===== src/rtl/cpu_pkg.sv =====
// +-----------------------------------------------------------------------+
// | cpu_pkg: ALU opcodes, forward selects and datapath defaults            |
// | Revision: 1.0                                                         |
// +-----------------------------------------------------------------------+
`default_nettype none

package cpu_pkg;

  localparam int DW_DEFAULT = 32;
  localparam int AW_DEFAULT = 5;

  localparam logic [2:0] ALU_OR  = 3'b000;
  localparam logic [2:0] ALU_AND = 3'b001;
  localparam logic [2:0] ALU_ADD = 3'b010;
  localparam logic [2:0] ALU_SUB = 3'b011;
  localparam logic [2:0] ALU_MUL = 3'b100;

  localparam logic [1:0] FWD_NONE  = 2'b00;
  localparam logic [1:0] FWD_MEMWB = 2'b01;
  localparam logic [1:0] FWD_EXMEM = 2'b10;

  // Opcodes are dense from ALU_OR up to ALU_MUL; everything above is unused.
  function automatic logic is_legal_alu(input logic [2:0] op);
    return (op <= ALU_MUL);
  endfunction

endpackage

`default_nettype wire


===== src/rtl/forward_unit.sv =====
// +-----------------------------------------------------------------------+
// | forward_unit: RAW bypass select for one source operand                |
// | Revision: 1.0                                                         |
// +-----------------------------------------------------------------------+
`default_nettype none

module forward_unit #(
  parameter int DW = cpu_pkg::DW_DEFAULT,
  parameter int AW = cpu_pkg::AW_DEFAULT
) (
  input  logic          en,
  input  logic [AW-1:0] src,
  input  logic [DW-1:0] reg_data,
  input  logic          exmem_reg_write,
  input  logic [AW-1:0] exmem_rd,
  input  logic [DW-1:0] exmem_data,
  input  logic          memwb_reg_write,
  input  logic [AW-1:0] memwb_rd,
  input  logic [DW-1:0] memwb_data,
  output logic [1:0]    sel,
  output logic [DW-1:0] data
);
  import cpu_pkg::*;

  logic w_hit_exmem;
  logic w_hit_memwb;

  // x0 is hardwired zero, so a producer targeting it never bypasses.
  assign w_hit_exmem = exmem_reg_write && (exmem_rd != '0) && (exmem_rd == src);
  assign w_hit_memwb = memwb_reg_write && (memwb_rd != '0) && (memwb_rd == src);

  always_comb begin
    sel  = FWD_NONE;
    data = reg_data;
    if (en) begin
      if (w_hit_exmem) begin
        sel  = FWD_EXMEM;
        data = exmem_data;
      end else if (w_hit_memwb) begin
        sel  = FWD_MEMWB;
        data = memwb_data;
      end
    end
  end

endmodule

`default_nettype wire


===== src/rtl/id_ex_operand_stage.sv =====
// +-----------------------------------------------------------------------+
// | id_ex_operand_stage: ID/EX register with forwarding into the ALU      |
// | Revision: 1.0                                                         |
// +-----------------------------------------------------------------------+
`default_nettype none

module id_ex_operand_stage #(
  parameter int DW = cpu_pkg::DW_DEFAULT,
  parameter int AW = cpu_pkg::AW_DEFAULT
) (
  input  logic          clk_i,
  input  logic          rst_i,
  input  logic          stall_i,
  input  logic          flush_i,
  input  logic          valid_i,
  input  logic [DW-1:0] rs1_data_i,
  input  logic [DW-1:0] rs2_data_i,
  input  logic [DW-1:0] imm_i,
  input  logic [AW-1:0] rs1_addr_i,
  input  logic [AW-1:0] rs2_addr_i,
  input  logic [AW-1:0] rd_addr_i,
  input  logic          alu_src_i,
  input  logic [2:0]    alu_ctrl_i,
  input  logic          reg_write_i,
  input  logic          exmem_reg_write_i,
  input  logic [AW-1:0] exmem_rd_i,
  input  logic [DW-1:0] exmem_data_i,
  input  logic          memwb_reg_write_i,
  input  logic [AW-1:0] memwb_rd_i,
  input  logic [DW-1:0] memwb_data_i,
  output logic [DW-1:0] data1_o,
  output logic [DW-1:0] data2_o,
  output logic [2:0]    ALUCtrl_o,
  output logic [DW-1:0] store_data_o,
  output logic [AW-1:0] rd_addr_o,
  output logic          reg_write_o,
  output logic          valid_o,
  output logic          illegal_o,
  output logic [1:0]    fwd_a_o,
  output logic [1:0]    fwd_b_o
);
  import cpu_pkg::*;

  logic          r_valid;
  logic          r_reg_write;
  logic          r_illegal;
  logic [2:0]    r_alu_ctrl;
  logic          r_alu_src;
  logic [AW-1:0] r_rs1;
  logic [AW-1:0] r_rs2;
  logic [AW-1:0] r_rd;
  logic [DW-1:0] r_rs1_data;
  logic [DW-1:0] r_rs2_data;
  logic [DW-1:0] r_imm;

  logic          w_illegal;
  logic [DW-1:0] w_fwd_b_data;

  assign w_illegal = valid_i && !is_legal_alu(alu_ctrl_i);

  always_ff @(posedge clk_i) begin
    if (rst_i || flush_i) begin
      r_valid     <= 1'b0;
      r_reg_write <= 1'b0;
      r_illegal   <= 1'b0;
      r_alu_ctrl  <= ALU_OR;
      r_alu_src   <= 1'b0;
      r_rs1       <= '0;
      r_rs2       <= '0;
      r_rd        <= '0;
      r_rs1_data  <= '0;
      r_rs2_data  <= '0;
      r_imm       <= '0;
    end else if (!stall_i) begin
      // An illegal opcode becomes a dead slot that only raises illegal_o.
      r_valid     <= valid_i && !w_illegal;
      r_reg_write <= reg_write_i && !w_illegal;
      r_illegal   <= w_illegal;
      r_alu_ctrl  <= w_illegal ? ALU_OR : alu_ctrl_i;
      r_alu_src   <= alu_src_i;
      r_rs1       <= rs1_addr_i;
      r_rs2       <= rs2_addr_i;
      r_rd        <= rd_addr_i;
      r_rs1_data  <= rs1_data_i;
      r_rs2_data  <= rs2_data_i;
      r_imm       <= imm_i;
    end
  end

  forward_unit #(.DW(DW), .AW(AW)) u_fwd_a (
    .en              (r_valid),
    .src             (r_rs1),
    .reg_data        (r_rs1_data),
    .exmem_reg_write (exmem_reg_write_i),
    .exmem_rd        (exmem_rd_i),
    .exmem_data      (exmem_data_i),
    .memwb_reg_write (memwb_reg_write_i),
    .memwb_rd        (memwb_rd_i),
    .memwb_data      (memwb_data_i),
    .sel             (fwd_a_o),
    .data            (data1_o)
  );

  forward_unit #(.DW(DW), .AW(AW)) u_fwd_b (
    .en              (r_valid),
    .src             (r_rs2),
    .reg_data        (r_rs2_data),
    .exmem_reg_write (exmem_reg_write_i),
    .exmem_rd        (exmem_rd_i),
    .exmem_data      (exmem_data_i),
    .memwb_reg_write (memwb_reg_write_i),
    .memwb_rd        (memwb_rd_i),
    .memwb_data      (memwb_data_i),
    .sel             (fwd_b_o),
    .data            (w_fwd_b_data)
  );

  assign data2_o      = r_alu_src ? r_imm : w_fwd_b_data;
  assign store_data_o = w_fwd_b_data;
  assign ALUCtrl_o    = r_alu_ctrl;
  assign rd_addr_o    = r_rd;
  assign reg_write_o  = r_reg_write && r_valid;
  assign valid_o      = r_valid;
  assign illegal_o    = r_illegal;

endmodule

`default_nettype wire


===== config.mk =====
export PLATFORM = sky130hd
export DESIGN_NAME = id_ex_operand_stage
export DESIGN_NICKNAME = d
export VERILOG_FILES = /design/src/rtl/cpu_pkg.sv /design/src/rtl/forward_unit.sv /design/src/rtl/id_ex_operand_stage.sv
export SDC_FILE = /design/constraint.sdc
export NUM_CORES = 1
export LEC_CHECK = 0
export CELL_PAD_IN_SITES_DETAIL_PLACEMENT = 1
export CELL_PAD_IN_SITES_GLOBAL_PLACEMENT = 2
export CORE_MARGIN = 1.5
export CORE_UTILIZATION = 20
export DETAILED_ROUTE_END_ITERATION = 6
export PLACE_DENSITY_LB_ADDON = 0.1
export SLEW_MARGIN = 25
export SYNTH_ARGS = -nofsm -noshare
export SYNTH_HDL_FRONTEND = slang
export SYNTH_SLANG_ARGS = --single-unit
export TNS_END_PERCENT = 10

===== constraint.sdc =====
create_clock -name clk_i -period 2.5 [get_ports clk_i]
set_input_delay 0.5 -clock clk_i [delete_from_list [all_inputs] [get_ports clk_i]]
set_output_delay 0.5 -clock clk_i [all_outputs]
set_load 0.005 [all_outputs]

# == Word level (Yosys, flattened, before mapping) ==
# Index checks and enable logic that the tools add are counted.
# classes
order_cmp,1
n_eq_ne,4
muxes,14
reduce_logical,15
# op_table
op,count
32-bit 2-to-1 mux,7
5-bit equality test,4
1-bit logical AND,10
5-bit nonzero test,2
2-bit 2-to-1 mux,4
"3-bit less-or-equal comparator, second input constant",1
3-bit 2-to-1 mux,1
1-bit zero test,2
1-bit 2-to-1 mux,2
1-bit logical OR,1
# totals
reg_bits,118
inputBits,197
output_inout_bits,111

# == Logic depth before layout (Yosys ltp) ==
# depth
depth_word,7
mapped_depth,9
mapped_depth_nobuf,6

# == Hierarchy ==
# From an unflattened synthesis, not the netlist that was laid out.
# hier_totals
hier_cells,621
hier_area_um2,6394.9
# by_module_without_submodules
mod,instances,cells_each,area_per_inst_um2
id_ex_operand_stage,1,423,4670.7
forward_unit,2,99,862.1

# == Worst setup path before layout ==
# OpenSTA, ideal clock, no wires.
# synth_path
kind,input to output
from,in exmem_rd_i[1]
to,out data2_o[10]
arrival_time_ps,2115
setup_slack_ps,-115
path_stages,8
path_buffers,2
path_cell_list,or4_1 nor2_1 or4_1 buf_6 buf_6 mux2i_1 o2bb2ai_1 mux2_2
# synth_via
elab_chain_len,6
word_cells_on_any_way,7
classes_between,1 x eq/ne; 3 x mux; 3 x reduce/logical
# synth_rtl
item,line_no,source
"start, declared",id_ex_operand_stage.sv:26,"input logic [AW-1:0] exmem_rd_i,"
5-bit nonzero test,forward_unit.sv:29,assign w_hit_exmem = exmem_reg_write && (exmem_rd != '0) && (exmem_rd == src);
1-bit logical AND,forward_unit.sv:29,
1-bit logical AND *,forward_unit.sv:29,
32-bit 2-to-1 mux *,forward_unit.sv:36,if (w_hit_exmem) begin
32-bit 2-to-1 mux *,forward_unit.sv:35,if (en) begin
net store_data_o[10],id_ex_operand_stage.sv:34,"output logic [DW-1:0] store_data_o,"
32-bit 2-to-1 mux *,id_ex_operand_stage.sv:118,assign data2_o = r_alu_src ? r_imm : w_fwd_b_data;
"end, declared",id_ex_operand_stage.sv:32,"output logic [DW-1:0] data2_o,"
# The timed path passes the listed nets; every way through them passes the cells marked *.

# == Worst setup path after layout ==
# layout_path
from,in exmem_rd_i[2]
to,out data2_o[24]
# layout_via
elab_chain_len,6
word_cells_on_any_way,7
classes_between,1 x eq/ne; 3 x mux; 3 x reduce/logical
# layout_rtl
item,line_no
5-bit nonzero test,forward_unit.sv:29
1-bit logical AND,forward_unit.sv:29
1-bit logical AND *,forward_unit.sv:29
32-bit 2-to-1 mux *,forward_unit.sv:36
32-bit 2-to-1 mux *,forward_unit.sv:35
32-bit 2-to-1 mux *,id_ex_operand_stage.sv:118
# Mark *: on every way between the ends. The rest lies on a longest branch, timed or not.

==> run summary <==
CTS tree = yes
Power Density = 452.1 mW/mm2
max-cap viol count = 0
global-route wire length before repair = 45200 um
met2 GRT Util = 31.40%
Area Growth Syn to Fin = 94.54%
Cell Chain, Critical Path = buf_6 -> or4_4 -> nor2_4 -> or4_4 -> buf_4 -> buf_12 -> mux2i_4 -> o2bb2ai_4 -> buf_6 -> mux2_4 -> buf_6
per-cell routed wire length = 19.77 um
multi-input logic area = 0.004464 mm2
Reg area = 0.002372 mm2
Overall Power = 5606 uW
Yosys reg bits = 118
Yosys top cell area share = 37.06%
antenna viol nets, final = 0
gr busiest metal = met2
Distinct cells, synth = 33
sequential share of power = 35.4%
min-delay worst type = reg -> reg
pin count of the biggest net entering global routing = 37
Initial Util = 20.25%
data arrival time of the critical path = 2.71 ns
ranking of synthesized cells by area = dfxtp_1, mux2i_1, nor2_1
Cells after DPL = 1457
# setup viols final = 100
post-synthesis sequential area ratio = 37.06%
final worst slack = -0.7071 ns
# IOs = 308
most common cell in the synthesized netlist = nor2_1
Tmin final = 3.207 ns
Synth Warn # = 0
post-DP HPWL = 21490 um
max_slew headroom = 71.42%
GPL Wtd Cong = 0.7347
CTS sink count = 118
met3 usage = 4.914%
Clk network pwr share = 45.0%
crit end category = primary output
leakage = 0.005260 uW
Worst Tran Pin Value = 0.4287 ns
setup_tns = -49.94 ns
achievable frequency = 311.8 MHz
switch share = 27.07%
Vias = 6870
worst-path fanout max = 6
Synth top cells by count = nor2_1, mux2i_1, dfxtp_1, a21oi_1, nor4_1
vias in the first global route = 7420
Post-Layout Cell Count = 1533
Internal = 4089 uW
Slew Limit Fails = 0
Synth Cell Area = 0.006374 mm2
Max clock buf depth = 2
Routed WL = 30300 um
layout filler cell count = 3510
DIE AREA = 0.03295 mm2
CP max stage cell = or4_4
Post-synth EDFFs = 0
unrepaired setup endpoints after global routing = yes
most used cell along the critical path = buf_6
die height = 181.5 um
Syn Area/Cell = 8.816 um2
Setup crit start kind = primary input
Layout Skew = 0 ns
# rows = 65
DRT Pass-1 Iters = 4
hold slack = 0.4982 ns
CTS clk-pin slew, worst paths = 0.06 ns
Port Buffers = 307
Synth Flop Type = dfxtp_1
# DRC = 0
Root Buffer = clkbuf_16
post-synth top area cell = dfxtp_1
chip width = 181.5 um
CP Class = in -> out
CP required = 2.00 ns
status = finished, violations left
failing checks = setup timing
GRT Total Usage = 18.17%
GR Util met1 = 22.59%
CTS H-tree depth = 4
ys async rst share = 0%
Skew-Pair Late Insertion Delay = 0.42 ns
Mapped Cells = 723
clock buffer count from CTS = 17
peak supply drop = 0.0004342 V
Vias/cell = 4.481
GRT overflow = 0
final hold viol count = 0
CP max stage delay = 0.55 ns
combinational share of power = 19.6%
DR iter-0 viols = 226
share of cells above drive strength 1 = 37.17%
Mapped Nets = 920
Final nets = 1314
Core Area = 0.03147 mm2
Net Switching = 1518 uW
initial antenna violation count = 1
Final Cycle Share = 128.3%
-- metrics by stage --
step | utilization, % | worst slack [ns] | cell area (um2)
after floorplan | - | -0.09436 | 6395
after global placement | 33.65 | -1.472 | 10590
after detailed placement | 33.65 | -1.481 | 10590
after CTS | 38.43 | -0.6919 | 12090
after global routing | 39.40 | -0.7931 | 12400
final | 39.40 | -0.7071 | 12400
-- cell type report --
type / count / area share, %
clock buffers: 17 / 3.431
multi-input cells: 507 / 36.00
clock inverters: 15 / 1.342
well taps: 402 / 4.057
flip-flops and latches: 118 / 19.13
diodes: 1 / 0.02018
repair buffers: 440 / 35.02
inverters: 33 / 0.9990
-- flip-flops by register name, summed over array words and instances, names as in the netlist --
signal       cells
illegal_o        1
r_imm           32
ALUCtrl_o        3
r_reg_write      1
valid_o          1
rd_addr_o        5
r_rs1_data      32
r_rs1            5
r_rs2_data      32
r_rs2            5
r_alu_src        1
-- worst max-delay path, delay by kind of cell --
family | cells | cell delay (ns)
multiplexers | 2 | 0.53
buffers and inverters | 5 | 0.63
AO/OA/AOI/OAI | 1 | 0.11
AND/OR/NAND/NOR | 3 | 0.92
-- what timing repair did --
action / 4_1_cts / 5_1_grt
hold buffers: 0 / 0
buffers inserted: 34 / 7
pin swaps: 44 / 29
resized for setup: 520 / 89
cloned: 4 / 1
setup endpoints to repair: 100 / 100
-- layer usage --
metal | routed length, um | part of all wire (%) | vias up
li1 | - | - | 3352
met1 | 13520 | 45 | 3311
met2 | 14800 | 49 | 192
met3 | 1748 | 5.8 | 15
met4 | 236 | 0.78 | 0
met5 | 0 | 0 | -
-- power by group through the flow --
stage	Sequential, uW	Clock [uW]	Combinational (uW)
after floorplan	2010	0	367
after global placement	2020	0	1000
after detailed placement	2020	0	1010
after CTS	1980	2640	1080
after global routing	1990	2700	1190
final	1980	2520	1100
-- kinds of logic (layout without fill, tap and decap cells) --
family	after synthesis	count (layout)	synth area share [%]
mux	176	176	28.27
compound gates	107	107	11.29
buf+inv	98	505	6.635
xor+xnor	20	20	2.748
flops	118	118	37.06
other cells	0	1	0
simple gates	204	204	14.00
-- path summary, 6_finish.rpt --
kind | start | endpoint | slack (ns) | depth (start not counted)
worst max register to register | valid_o | valid_o | 1.50 | 3
worst min register to register | r_imm[1] | r_imm[1] | 0.50 | 2
worst min-delay path | r_imm[1] | r_imm[1] | 0.50 | 2
worst max-delay path | exmem_rd_i[2] | data2_o[24] | -0.71 | 11
-- cell usage in the layout, fill, tap and decap left out, types with 3 or more instances in the layout --
cell type	Yosys	layout
clkdlybuf4s50_1	0	194
nor2_1	153	146
mux2i_1	144	120
dfxtp_1	118	110
buf_4	3	73
buf_6	4	66
buf_2	11	50
inv_1	32	32
a21oi_1	34	31
o22ai_1	32	30
buf_12	0	30
o2bb2ai_2	0	26
nor4_2	0	24
mux2_4	0	21
clkbuf_16	0	18
mux2i_4	0	14
clkbuf_2	0	12
mux2_2	32	11
mux2i_2	0	10
xnor2_1	14	8
nor4_1	33	8
dfxtp_2	0	8
xor2_1	6	6
xnor2_2	0	6
inv_6	0	6
clkdlybuf4s15_1	0	6
or4_4	0	5
clkinv_4	0	5
nor2_4	0	4
o2bb2ai_4	0	4
a22oi_1	4	4
dlygate4sd2_1	0	4
a21oi_2	1	3
nor2_2	0	3
No activity file was read; power rests on OpenSTA's default activity.
